File: config.mk
export PLATFORM = sky130hd
export DESIGN_NAME = i2c_target
export DESIGN_NICKNAME = d
export VERILOG_FILES = /design/src/rtl/i2c_target.sv
export SDC_FILE = /design/constraint.sdc
export NUM_CORES = 1
export LEC_CHECK = 0
export BUFFER_PORTS_ARGS = -buffer_cell sky130_fd_sc_hd__buf_2
export CAP_MARGIN = 20
export CORE_ASPECT_RATIO = 0.75
export CORE_MARGIN = 5
export CORE_UTILIZATION = 59
export CTS_BUF_LIST = sky130_fd_sc_hd__clkbuf_4
export DETAILED_ROUTE_END_ITERATION = 10
export PLACE_DENSITY_LB_ADDON = 0.1
export SYNTH_ARGS = -nofsm -noshare
export SYNTH_HDL_FRONTEND = slang
export SYNTH_SLANG_ARGS = --single-unit
File: constraint.sdc
create_clock -name clk -period 3.2 [get_ports clk]
set_input_delay 0.32 -clock clk [delete_from_list [all_inputs] [get_ports clk]]
set_output_delay 0.32 -clock clk [all_outputs]
set_load 0.03 [all_outputs]
File: src/rtl/i2c_target.sv
// i2c_target: I2C target with address match, 16x8 register file, auto-incrementing pointer and host write port
module i2c_target #(
  parameter logic [6:0] ADDR = 7'h1D,
  parameter int SYNC_STAGES = 2
) (
  input  logic       clk,
  input  logic       rst,
  input  logic       scl_in,
  input  logic       sda_in,
  output logic       sda_oe,
  input  logic       host_we,
  input  logic [3:0] host_addr,
  input  logic [7:0] host_wdata,
  output logic       wr_stb,
  output logic [3:0] wr_addr,
  output logic [7:0] wr_data,
  output logic       busy
);
  typedef enum logic [3:0] {
    S_IDLE, S_ADDR, S_ADDR_ACK, S_PTR, S_PTR_ACK, S_WR, S_WR_ACK, S_RD, S_RD_ACK, S_WAIT_STOP
  } state_t;
  state_t state, state_n;
  logic [SYNC_STAGES-1:0] scl_sync, sda_sync;
  logic scl, sda, scl_d, sda_d, scl_rise, scl_fall, start, stop;
  logic [7:0] regs [16];
  logic [7:0] sr;
  logic [3:0] cnt, ptr, nxt;
  logic mack, match, done;
  assign scl = scl_sync[SYNC_STAGES-1];
  assign sda = sda_sync[SYNC_STAGES-1];
  assign nxt = ptr + 4'd1;
  assign match = sr[7:1] == ADDR && sr[7:1] != 7'd0;
  assign done = scl_fall && cnt == 4'd8;
  always_comb begin
    state_n = state;
    case (state)
      S_ADDR:     if (done) state_n = match ? S_ADDR_ACK : S_WAIT_STOP;
      S_ADDR_ACK: if (scl_fall) state_n = sr[0] ? S_RD : S_PTR;
      S_PTR:      if (done) state_n = S_PTR_ACK;
      S_PTR_ACK:  if (scl_fall) state_n = S_WR;
      S_WR:       if (done) state_n = S_WR_ACK;
      S_WR_ACK:   if (scl_fall) state_n = S_WR;
      S_RD:       if (done) state_n = S_RD_ACK;
      S_RD_ACK:   if (scl_fall) state_n = mack ? S_WAIT_STOP : S_RD;
      default:    ;
    endcase
    state_n = start ? S_ADDR : stop ? S_IDLE : state_n;
  end
  always_ff @(posedge clk) begin
    if (!rst) state <= S_IDLE;
    else state <= state_n;
  end
  always_ff @(posedge clk) begin
    if (!rst) begin
      scl_sync <= '1;
      sda_sync <= '1;
      scl_d <= 1'b1;
      sda_d <= 1'b1;
      scl_rise <= 1'b0;
      scl_fall <= 1'b0;
      start <= 1'b0;
      stop <= 1'b0;
      sda_oe <= 1'b0;
      busy <= 1'b0;
      wr_stb <= 1'b0;
      wr_addr <= 4'd0;
      wr_data <= 8'd0;
      ptr <= 4'd0;
      cnt <= 4'd0;
      sr <= 8'd0;
      mack <= 1'b1;
      regs <= '{default: 8'h00};
    end else begin
      scl_sync <= {scl_sync[SYNC_STAGES-2:0], scl_in};
      sda_sync <= {sda_sync[SYNC_STAGES-2:0], sda_in};
      scl_d <= scl;
      sda_d <= sda;
      scl_rise <= scl & ~scl_d;
      scl_fall <= ~scl & scl_d;
      start <= scl & scl_d & sda_d & ~sda;
      stop <= scl & scl_d & ~sda_d & sda;
      wr_stb <= 1'b0;
      if (host_we) regs[host_addr] <= host_wdata;
      if (start || stop) begin
        cnt <= 4'd0;
        sda_oe <= 1'b0;
        busy <= busy & start;
      end else if (scl_rise) begin
        if ((state == S_ADDR || state == S_PTR || state == S_WR) && cnt != 4'd8) begin
          sr <= {sr[6:0], sda_d};
          cnt <= cnt + 4'd1;
        end
        if (state == S_RD_ACK) mack <= sda_d;
      end else if (scl_fall) begin
        case (state)
          S_ADDR: if (cnt == 4'd8) begin
            sda_oe <= match;
            busy <= match;
          end
          S_ADDR_ACK: if (sr[0]) begin
            sda_oe <= ~regs[ptr][7];
            sr <= {regs[ptr][6:0], 1'b0};
            cnt <= 4'd1;
          end else begin
            sda_oe <= 1'b0;
            cnt <= 4'd0;
          end
          S_PTR: if (cnt == 4'd8) begin
            ptr <= sr[3:0];
            sda_oe <= 1'b1;
          end
          S_PTR_ACK, S_WR_ACK: begin
            sda_oe <= 1'b0;
            cnt <= 4'd0;
          end
          S_WR: if (cnt == 4'd8) begin
            regs[ptr] <= sr;
            wr_stb <= 1'b1;
            wr_addr <= ptr;
            wr_data <= sr;
            ptr <= nxt;
            sda_oe <= 1'b1;
          end
          S_RD: if (cnt == 4'd8) sda_oe <= 1'b0;
          else begin
            sda_oe <= ~sr[7];
            sr <= {sr[6:0], 1'b0};
            cnt <= cnt + 4'd1;
          end
          S_RD_ACK: begin
            ptr <= nxt;
            if (!mack) begin
              sda_oe <= ~regs[nxt][7];
              sr <= {regs[nxt][6:0], 1'b0};
              cnt <= 4'd1;
            end else busy <= 1'b0;
          end
          default: ;
        endcase
      end
    end
  end
endmodule

==> results of run 1 <==
==> routing by layer <==
layer	track usage	vias to the layer above	part of all wire	wire length (um)
met4	0.06553	0	0.016	506
li1	-	4121	-	-
met2	0.4524	506	0.44	13910
met5	0	-	0	0
met3	0.07740	38	0.11	3571
met1	0.4719	4449	0.44	13990
==> worst min-delay path, stage by stage <==
cell and delay [ns]:
buf_2 0.23, nand2_1 0.10, a311oi_1 0.08
==> flip-flops by register name (all words and copies together) (netlist names), 2 cells and up <==
| register | cells |
|---|---|
| cnt | 4 |
| sr | 8 |
| state | 4 |
| wr_addr | 4 |
| scl_sync | 2 |
| regs | 128 |
| wr_data | 8 |
| sda_sync | 2 |
| ptr | 4 |
==> cell usage after synthesis (3+ instances only) <==
cell,n
a22o_1,7
o21ai_0,45
and3b_1,3
clkbuf_1,59
nor3b_1,7
a311oi_1,31
nor3_1,10
a221oi_1,8
dfxtp_1,174
nor3_2,4
a211oi_1,68
and3_1,3
a21oi_1,24
buf_2,38
or2_2,3
a211oi_2,32
a21boi_0,7
or4_1,3
and2_1,9
buf_1,6
buf_4,6
mux2_2,15
nand2_1,67
nor2b_1,6
mux4_2,64
mux2i_1,110
nor2_1,162
inv_1,11
ha_1,6
nand2b_1,14
nand3_2,9
nand3_1,29
a311oi_2,10
==> final cells by class <==
class	instances	area, um^2
clock buffer	17	127.6
clock inverter	15	188.9
fill	1495	6340
inverter	13	53.80
multi-input combinational	802	6598
sequential	174	3486
tap	242	302.8
timing repair buffer	79	560.5
==> cell families (layout without fill, tap and decap cells) <==
family                   Yosys count  in the layout  share of synthesized area
AND/OR/NAND/NOR                  350            350                     0.1620
multiplexers                     189            189                     0.2554
flip-flops                       174            174                     0.3281
adder cells (fa/ha/maj)            6              6                   0.007071
XOR/XNOR                           2              2                   0.001650
buffers and inverters            124            124                    0.05185
AO/OA/AOI/OAI                    255            255                     0.1939
==> per-stage QoR <==
stage | hold WS (ns) | worst slack, ns | total power [uW]
floorplan | 0.3863 | 0.01225 | 2409
global placement | 0.3900 | 0.5151 | 2485
detailed placement | 0.3955 | 0.4883 | 2488
CTS | 0.001571 | 0.4658 | 3863
global route | 0.1197 | 0.07130 | 3996
finish | 0.1723 | 0.3091 | 3847
==> worst paths after layout <==
check	startpoint	endpoint	slack (ns)	cells after the start
max	state[0]	sr[2]	0.31	5
min reg2reg	scl_sync[0]	scl_sync[1]	0.44	1
max reg2reg	state[0]	sr[2]	0.31	5
min	host_wdata[3]	regs[3]	0.17	3
==> power groups by stage <==
| stage | Combinational, uW | Sequential (uW) | Clock (uW) |
|---|---|---|---|
| 2_1_floorplan | 158 | 2250 | 0 |
| 3_3_place_gp | 226 | 2260 | 0 |
| 3_5_place_dp | 228 | 2260 | 0 |
| 4_1_cts | 230 | 2210 | 1420 |
| 5_1_grt | 252 | 2220 | 1520 |
| 6_report | 236 | 2220 | 1400 |
==> flow_summary.json, run 1 <==
{
  "status": "complete, no violations",
  "die_w_um": 164.9,
  "postSynthCellCount": 1100,
  "ctsHoldBuffers": 2,
  "grt-ovfl-total": 0,
  "clk_pin_slew_ns": 0.18,
  "crit_chain": "nor4b_2 -> a2111oi_1 -> o31a_1 -> and2_1 -> a311oi_1",
  "yosysUniqueCellTypes": 70,
  "setup_viol": 0,
  "cpPeakStageDelay_ns": 0.90,
  "synth_top_area_frac": 0.3281,
  "power_per_cell_area_mw_per_mm2": 339.9,
  "critPathTopFamily": "compound AO/OA/AOI/OAI gates",
  "post-route-util": 0.6409,
  "cts_tree": "built",
  "max_clock_freq_mhz": 345.9,
  "cp.arrival_ns": 3.35,
  "layout_commonest_cell": "dfxtp_1",
  "vias": 9114,
  "layout_common_cells": "dfxtp_1 (172), nor2_1 (162), mux2i_1 (110), a211oi_1 (68), nand2_1 (67)",
  "synth_top_cell_by_area": "dfxtp_1",
  "comb_power_share": 0.061,
  "max_cap_viol_count": 0,
  "firstDrtPassIters": 5,
  "portBuffers": 31,
  "async_flop_share": 0,
  "swShare": 0.2935,
  "clkPwrFrac": 0.363,
  "nets": 1110,
  "diodes": 0,
  "path_max_fanout": 21,
  "die_y_um": 126.2,
  "cts_sinks": 174,
  "fin_area_mm2": 0.01132,
  "synth_flop_cell": "dfxtp_1",
  "slew_violations": 0,
  "pwr-share-seq": 0.576,
  "leakage_uw": 0.004379,
  "layout-drive-gt1-share": 0.2336,
  "grt_pass1_vias": 8526,
  "netlist_area_mm2": 0.01062,
  "areaGrowthSynthToFinish_pct": 6.600,
  "peakVddDrop_v": 0.0002576,
  "synth-edff-count": 0,
  "post_layout_nonfiller_instances": 1342,
  "dp_cells": 1307,
  "viasPerCell": 6.791,
  "fin_crit_ns": 2.891,
  "clock-root-buffer": "clkbuf_4",
  "dr.first_iter.drc_count": 1181,
  "synthTopCellsByArea": "dfxtp_1 (33%), mux4_2 (14%), mux2i_1 (10%), nor2_1 (5.7%), a211oi_1 (4.8%)",
  "wl_per_cell_um": 23.83,
  "ant_nets": 0,
  "netSwitchingPower_uw": 1129,
  "syn_nets": 1123,
  "crit_slowest_cell": "a2111oi_1",
  "postCtsSetupRepairBufs": 0,
  "worst_pin_slew_ns": 0.9275,
  "insertion_delay_ns": 0.60,
  "worstSetupPathType": "register to register",
  "pin_count": 32,
  "finalHoldViolCount": 0,
  "rsz0062_at_grt": "no",
  "start_kind": "register",
  "hold_path.class": "primary input to register",
  "grt_pass1_wl_mm": 50.40,
  "core_area_mm2": 0.01766,
  "ys_warn_count": 0,
  "fin_crit_sh": 0.9034,
  "cts_max_level": 4,
  "grt_max_degree": 107,
  "power.internal_uw": 2718,
  "wl_mm": 31.98,
  "syn_avg_cell_area_um2": 9.651,
  "numCtsBuffers": 17,
  "ys_seq_elements": 174,
  "final.setup_skew_ns": 0.02531,
  "relSlewSlack": 0.3801,
  "post_dp_cell_area_mm2": 0.01097,
  "grt_usage": 0.3118,
  "gp_congestion": 0.9358,
  "fp-row-count": 42,
  "critical_path_required_ns": 3.66,
  "antenna_found_initial": 0,
  "clockBufferDepth": 2,
  "critPathCaptureType": "register",
  "die_area_mm2": 0.02080,
  "seq_area_frac_synth": 0.3281,
  "path_buf_inv": 0,
  "cts_resized": 0,
  "initial_utilization": 0.6013,
  "drc": 0,
  "hpwl_mm": 21.38,
  "finalSetupTns_ns": 0
}
(Power assumes the default switching activity.)
==> run 2, diff against run 1 <==
--- a/config.mk
+++ b/config.mk
@@ -9,9 +9,10 @@
 export CAP_MARGIN = 20
 export CORE_ASPECT_RATIO = 0.75
 export CORE_MARGIN = 5
-export CORE_UTILIZATION = 59
+export CORE_UTILIZATION = 45
 export CTS_BUF_LIST = sky130_fd_sc_hd__clkbuf_4
 export DETAILED_ROUTE_END_ITERATION = 10
+export GPL_ROUTABILITY_DRIVEN = 0
 export PLACE_DENSITY_LB_ADDON = 0.1
 export SYNTH_ARGS = -nofsm -noshare
 export SYNTH_HDL_FRONTEND = slang
==> flow_summary.json, run 2 (synthesis results as in run 1) <==
{
  "status": "complete, no violations",
  "viasPerCell": 6.442,
  "reg.largest.list": "regs x128, sr x8, wr_data x8",
  "antenna_found_initial": 1,
  "setup_viol": 0,
  "die_area_mm2": 0.02680,
  "dr_wl_met2_mm": 15.26,
  "worst_pin_slew_ns": 0.8769,
  "core_area_mm2": 0.02312,
  "hpwl_mm": 22.75,
  "portBuffers": 31,
  "leakage_uw": 0.004375,
  "hold_path_end": "regs[4]",
  "drt-met1-wl_mm": 16.25,
  "largest_reg_flops": 128,
  "holdCritStartpoint": "host_wdata[4]",
  "critPathCaptureType": "register",
  "rsz0062_at_grt": "no",
  "cp.arrival_ns": 3.42,
  "worst-r2r-cell-count": 5,
  "dr.max_layer_used": "met4",
  "cts_max_level": 4,
  "wl_met3_mm": 2.397,
  "r2r-end": "sr[3]",
  "grt_max_degree": 82,
  "clkPwrFrac": 0.374,
  "clock-root-buffer": "clkbuf_4",
  "fp-row-count": 48,
  "numCtsBuffers": 17,
  "insertion_delay_ns": 0.61,
  "critical_path_required_ns": 3.68,
  "areaGrowthSynthToFinish_pct": 7.436,
  "peakVddDrop_v": 0.0002599,
  "worstSetupPathType": "register to register",
  "wl_per_cell_um": 24.61,
  "fin_crit_sh": 0.9208,
  "die_w_um": 187.4,
  "swShare": 0.2641,
  "hold_ws_ns": 0.1475,
  "initial_utilization": 0.4591,
  "pwr-share-seq": 0.564,
  "finalSetupTns_ns": 0,
  "nFillCells": 2203,
  "grt_pass1_vias": 8587,
  "wl_mm": 34.50,
  "relSlewSlack": 0.4139,
  "postCtsSetupRepairBufs": 0,
  "regMostFlops": "regs",
  "cts_sinks": 174,
  "max_clock_freq_mhz": 339.4,
  "comb_power_share": 0.061,
  "finalHoldViolCount": 0,
  "hold_path.class": "primary input to register",
  "layout-drive-gt1-share": 0.2316,
  "pin_count": 32,
  "clockBufferDepth": 2,
  "clk_pin_slew_ns": 0.16,
  "drc": 0,
  "worstHoldPathCells": 3,
  "grt_pass1_wl_mm": 53.59,
  "regToRegStartpoint": "state[2]",
  "ant_nets": 0,
  "post-route-util": 0.4933,
  "dr.first_iter.drc_count": 895,
  "final.setup_skew_ns": 0.02458,
  "reg2reg_slack_ns": 0.25,
  "layout_common_cells": "dfxtp_1 (172), nor2_1 (162), mux2i_1 (110), a211oi_1 (68), nand2_1 (67)",
  "total_power_uw": 3923,
  "slew_violations": 0,
  "layout_commonest_cell": "dfxtp_1",
  "start_kind": "register",
  "cts_tree": "built",
  "path_max_fanout": 20,
  "fin_crit_ns": 2.947,
  "grt_usage": 0.2596,
  "power.internal_uw": 2887,
  "grt-ovfl-total": 0,
  "netSwitchingPower_uw": 1036,
  "vias": 9032,
  "nets": 1111,
  "die_y_um": 143.0,
  "max_cap_viol_count": 0,
  "power_per_cell_area_mw_per_mm2": 344.0,
  "cts_resized": 0,
  "firstDrtPassIters": 5
}
## run 2: layout make-up
| type | count | area, um^2 | share of cell area |
|---|---|---|---|
| clock buffers | 17 | 127.6 | 0.01119 |
| flip-flops and latches | 174 | 3488 | 0.3058 |
| repair buffers | 80 | 568.0 | 0.04980 |
| diodes | 1 | 2.502 | 0.0002194 |
| well taps | 300 | 375.4 | 0.03291 |
| multi-input cells | 802 | 6598 | 0.5784 |
| inverters | 13 | 53.80 | 0.004717 |
| clock inverters | 15 | 192.7 | 0.01689 |
## run 2: worst max-delay path by stage
stage | start | endpoint | depth (start not counted)
after floorplan | ptr[0] | sr[1] | 11
after global placement | state[2] | sr[4] | 5
after detailed placement | state[2] | sr[3] | 5
after CTS | state[2] | sr[4] | 5
after global routing | state[2] | sr[6] | 5
final | state[2] | sr[3] | 5
## run 2: metrics by stage
step           instance area (um^2)  worst slack [ns]  std cells
6_report                      11410            0.2534       1402
5_1_grt                       11410           0.03545       1402
4_1_cts                       11400            0.3646       1401
3_5_place_dp                  11050            0.3812       1366
3_3_place_gp                  11050            0.4763       1366
2_1_floorplan                 10630           0.01225       1100
## run 2: worst max-delay path: stages, from the launching register on
cell and delay [ns]:
dfxtp_1 0.77, nor4b_2 0.18, a2111oi_1 0.86, o31a_1 0.48, and2_1 0.37, a311oi_1 0.15
## run 2: repair_timing
item,4_1_cts,5_1_grt
setup endpoints to repair,0,0
hold endpoints to repair,5,0
hold buffers,3,0
## run 2: power by group through the flow
stage / Clock (uW) / Sequential, uW / Combinational, uW
5_1_grt: 1600 / 2220 / 259
3_3_place_gp: 0 / 2260 / 234
4_1_cts: 1500 / 2210 / 239
3_5_place_dp: 0 / 2260 / 235
6_report: 1470 / 2210 / 241
2_1_floorplan: 0 / 2250 / 158
## run 2: per-layer routing
metal  vias up  GRT usage
met1      4509     0.3769
met3        44    0.05083
met4         0    0.05951
met2       351     0.4036
met5         -          0
li1       4128          -
